[src/rtl/alu_control_if.sv]
// rtl/alu_control_if.sv - decode-field bundle between control unit and alu_control
// ALU_CTRL_ILLEGAL_DET_EN adds the o_illegal flag to the bundle.
interface alu_control_if;
  logic [1:0] i_alu_ctl;
  logic [2:0] i_f3;
  logic       i_op5;
  logic       i_f7_5;
  logic [2:0] o_alu_op;
`ifdef ALU_CTRL_ILLEGAL_DET_EN
  logic       o_illegal;

  modport master (
    output i_alu_ctl, i_f3, i_op5, i_f7_5,
    input  o_alu_op, o_illegal
  );

  modport slave (
    input  i_alu_ctl, i_f3, i_op5, i_f7_5,
    output o_alu_op, o_illegal
  );
`else
  modport master (
    output i_alu_ctl, i_f3, i_op5, i_f7_5,
    input  o_alu_op
  );

  modport slave (
    input  i_alu_ctl, i_f3, i_op5, i_f7_5,
    output o_alu_op
  );
`endif
endinterface

[src/rtl/alu_control.sv]
// rtl/alu_control.sv - RV32I ALU-class/funct decode to a registered 3-bit ALU op
// ALU_CTRL_ILLEGAL_DET_EN enables the registered o_illegal flag.
module alu_control (
  input  logic          i_clk,
  input  logic          i_rst_n,
  alu_control_if.slave  bus
);

  localparam logic [2:0] OP_ADD = 3'b000;
  localparam logic [2:0] OP_SUB = 3'b001;
  localparam logic [2:0] OP_AND = 3'b010;
  localparam logic [2:0] OP_OR  = 3'b011;
  localparam logic [2:0] OP_XOR = 3'b100;
  localparam logic [2:0] OP_SLT = 3'b101;
  localparam logic [2:0] OP_SLL = 3'b110;
  localparam logic [2:0] OP_SRL = 3'b111;

  localparam logic [1:0] CTL_ADD    = 2'b00;
  localparam logic [1:0] CTL_SUB    = 2'b01;
  localparam logic [1:0] CTL_FUNCT  = 2'b10;

  logic [2:0] alu_op_d;
  logic       illegal_d;

  // Every unsupported combination falls back to ADD so the ALU never sees a stale op.
  always_comb begin
    alu_op_d  = OP_ADD;
    illegal_d = 1'b0;
    case (bus.i_alu_ctl)
      CTL_ADD: alu_op_d = OP_ADD;
      CTL_SUB: alu_op_d = OP_SUB;
      CTL_FUNCT: begin
        case (bus.i_f3)
          3'b000: alu_op_d = (bus.i_op5 && bus.i_f7_5) ? OP_SUB : OP_ADD;
          3'b001: alu_op_d = OP_SLL;
          3'b010: alu_op_d = OP_SLT;
          3'b011: begin
            alu_op_d  = OP_ADD;
            illegal_d = 1'b1;
          end
          3'b100: alu_op_d = OP_XOR;
          3'b101: alu_op_d = OP_SRL;
          3'b110: alu_op_d = OP_OR;
          3'b111: alu_op_d = OP_AND;
          default: alu_op_d = OP_ADD;
        endcase
      end
      default: begin
        alu_op_d  = OP_ADD;
        illegal_d = 1'b1;
      end
    endcase
  end

  always_ff @(posedge i_clk or negedge i_rst_n) begin
    if (!i_rst_n) begin
      bus.o_alu_op <= OP_ADD;
    end else begin
      bus.o_alu_op <= alu_op_d;
    end
  end

`ifdef ALU_CTRL_ILLEGAL_DET_EN
  always_ff @(posedge i_clk or negedge i_rst_n) begin
    if (!i_rst_n) begin
      bus.o_illegal <= 1'b0;
    end else begin
      bus.o_illegal <= illegal_d;
    end
  end
`else
  logic unused_illegal;
  assign unused_illegal = illegal_d;
`endif

endmodule

[src/flat_wrapper.sv]
// flat-port wrapper written by rule: the top's interface ports become plain ports
module alu_control_flat 
  (i_clk, i_rst_n, bus_i_alu_ctl, bus_i_f3, bus_i_op5, bus_i_f7_5, bus_o_alu_op);
  alu_control_if bus_i ();
  input  logic i_clk;
  input  logic i_rst_n;
  input wire logic [$bits(bus_i.i_alu_ctl)-1:0] bus_i_alu_ctl;
  input wire logic [$bits(bus_i.i_f3)-1:0] bus_i_f3;
  input wire logic [$bits(bus_i.i_op5)-1:0] bus_i_op5;
  input wire logic [$bits(bus_i.i_f7_5)-1:0] bus_i_f7_5;
  output wire logic [$bits(bus_i.o_alu_op)-1:0] bus_o_alu_op;
  assign bus_i.i_alu_ctl = bus_i_alu_ctl;
  assign bus_i.i_f3 = bus_i_f3;
  assign bus_i.i_op5 = bus_i_op5;
  assign bus_i.i_f7_5 = bus_i_f7_5;
  assign bus_o_alu_op = bus_i.o_alu_op;
  alu_control u_core (.i_clk(i_clk), .i_rst_n(i_rst_n), .bus(bus_i));
endmodule
[config.mk]
export PLATFORM = sky130hd
export DESIGN_NAME = alu_control_flat
export DESIGN_NICKNAME = d
export VERILOG_FILES = /design/src/rtl/alu_control_if.sv /design/src/rtl/alu_control.sv /design/src/flat_wrapper.sv
export SDC_FILE = /design/constraint.sdc
export NUM_CORES = 1
export LEC_CHECK = 0
export CAP_MARGIN = 20
export CORE_AREA = 4 4 41 43
export CTS_CLUSTER_SIZE = 10
export DETAILED_ROUTE_END_ITERATION = 6
export DIE_AREA = 0 0 45 47
export GPL_TIMING_DRIVEN = 1
export PLACE_DENSITY_LB_ADDON = 0.12
export SKIP_CTS_REPAIR_TIMING = 1
export SYNTH_ARGS = -nofsm -noshare
export SYNTH_HDL_FRONTEND = slang
export SYNTH_SLANG_ARGS = --single-unit
[constraint.sdc]
create_clock -name i_clk -period 0.8 [get_ports i_clk]
set_clock_uncertainty 0.1 [all_clocks]
set_input_delay 0.12 -clock i_clk [delete_from_list [all_inputs] [get_ports i_clk]]
set_output_delay 0.12 -clock i_clk [all_outputs]
set_load 0.05 [all_outputs]
==> out/qor.yml <==
outcome: "finished with violations"
violations: "hold timing, setup timing"
power_density_mw_per_mm2: 1360
synth.net_count: 29
critPathSlowestCell: "dfrtp_2"
min_period_ns: 1.00
ant_nets: 0
drcViolationCount: 0
start_kind: "flop"
syn_area_per_cell_um2: 11.0
fin_nets: 46
coreArea_mm2: 0.00130
postPlaceCellArea_um2: 385
grt_max_degree: 7
cts_buffers: 3
routed_via_density: 3.92
nFillCells: 133
endpoint_kind: "output pin"
netlist_instances: 18
diodes: 0
synth_top_area_share_pct: 38.0
die_h_um: 47
grt.total_usage_pct: 5.39
drive_above_1_share_pct: 44.1
std_cell_rows: 13
yosysWarnings: 0
port_buffers: 11
grt_antenna_before_repair: 0
die_w_um: 45
ctsLongestPathBuffers: 2
final_common_cell: "dlymetal6s2s_1"
overflow: 0
worstPathCellList: "buf_12"
wl_per_cell_um: 10.0
setup_ws_ns: -0.202
top_regs: "u_core.bus.o_alu_op: 3 flops"
slowest_delay_ns: 0.40
syn-cell-area_um2: 198
floorplan.die_area_mm2: 0.00212
fmax_ghz: 0.998
fin_area_um2: 437
setup.worst_path.class: "flop to output pin"
dp.final_hpwl_um: 390
dp.cells: 45
rsz0062_at_grt: "yes"
worstPathRequired_ns: 0.58
yosys.area.top_type: "dfrtp_1"
clkSinkCount: 3
slew_headroom_pct: 86.0
final_cell_mix: "dlymetal6s2s_1, clkbuf_4, buf_12"
grt_pass1_wl_um: 745
slew_viol_final: 0
cpLargestDelayFamily: "flip-flops"
hold_ws_ns: -0.0296
synth_cell_types: 13
largest_reg_flops: 3
areaGrowthSynthToFinish_pct: 121
path_depth: 1
grt_pass1_vias: 203
cp_max_fo: 1
cts_tree: "done"
vdd_drop_max_mv: 0.429
worst_slew_pin_slew_ns: 0.210
hold_viol: 3
dp_slack_ns: -0.679
max-cap-violations: 0
leakage_nw: 0.228
firstDrtPassIters: 2
htree_levels: 1
setup_viol: 3
crit_buf_inv: 1
vias: 192
hp-class: "input pin to asynchronous set/reset pin"
cts_root_buf: "clkbuf_4"
first_iter_violations: 2
crit_arrival_ns: 0.78
fin_crit_sh_pct: 125
io_pins: 12
routed_wl_um: 490
clk_pin_slew_ns: 0.04
synth_area_leaders: "dfrtp_1, ha_1, and4bb_2, nor3b_2, inv_1"
yosysSeqAreaShare_pct: 38.0
finalWeightedCongestion: 0.593
final_cells: 49
start_util_pct: 15.2
ys_seq_elements: 3
max_flop_register: "u_core.bus.o_alu_op"
## where the power goes
| group | internal [W] | total (W) | switching, W |
|---|---|---|---|
| Combinational | 0.0000924 | 0.000164 | 0.0000714 |
| Sequential | 0.000160 | 0.000166 | 0.00000578 |
| Clock | 0.000187 | 0.000264 | 0.0000775 |
## cell usage after synthesis, drive strengths merged
cell type  number
mux2i           1
dfrtp           3
a41oi           1
and4bb          1
nand2b          1
nand3b          1
nor3b           1
ha              2
nand4bb         1
o21ai           1
nor3            1
inv             3
o21bai          1
## logic make-up after synthesis
| logic type | Yosys count | synth area share [%] |
|---|---|---|
| muxes | 1 | 5.06 |
| DFF | 3 | 38.0 |
| buffers and inverters | 3 | 5.70 |
| and+or+nand+nor | 6 | 27.8 |
| AOI/OAI and AO/OA | 3 | 10.8 |
| adders and majority gates | 2 | 12.7 |
## final timing paths
| check | start | endpoint | slack [ns] |
|---|---|---|---|
| max | u_core.bus.o_alu_op[1] | bus_o_alu_op[1] | -0.20 |
| max in group asynchronous | i_rst_n | u_core.bus.o_alu_op[1] | 0.48 |
| min in group i_clk | bus_i_op5 | u_core.bus.o_alu_op[0] | 0.15 |
| min | i_rst_n | u_core.bus.o_alu_op[2] | -0.03 |
## per-layer routing
layer  vias to the layer above  global-route usage, %  share of wire, %
li1                        100                      -                 -
met1                        86                   4.82                36
met2                         6                   7.91                58
met3                         0                   1.53               6.1
met4                         0                   8.77                 0
met5                         -                      0                 0
## per-stage QoR
stage	TNS, ns	util, %	hold slack, ns	total power, W
2_1_floorplan	-0.0322	-	-0.276	0.000232
3_3_place_gp	-1.96	29.6	0.215	0.000332
3_5_place_dp	-1.95	29.6	0.213	0.000334
4_1_cts	-1.84	31.6	-0.0388	0.000616
5_1_grt	-0.655	33.6	-0.0176	0.000635
6_report	-0.589	33.6	-0.0296	0.000594
## cell type report
| cell class | instances | area [µm²] | share of cell area, % |
|---|---|---|---|
| inverter | 3 | 18.8 | 4.30 |
| sequential | 3 | 76.3 | 17.5 |
| clock buffer | 4 | 26.3 | 6.02 |
| multi-input combinational | 12 | 136 | 31.2 |
| tap | 15 | 18.8 | 4.30 |
| timing repair buffer | 12 | 160 | 36.7 |
(Power assumes the default switching activity.)
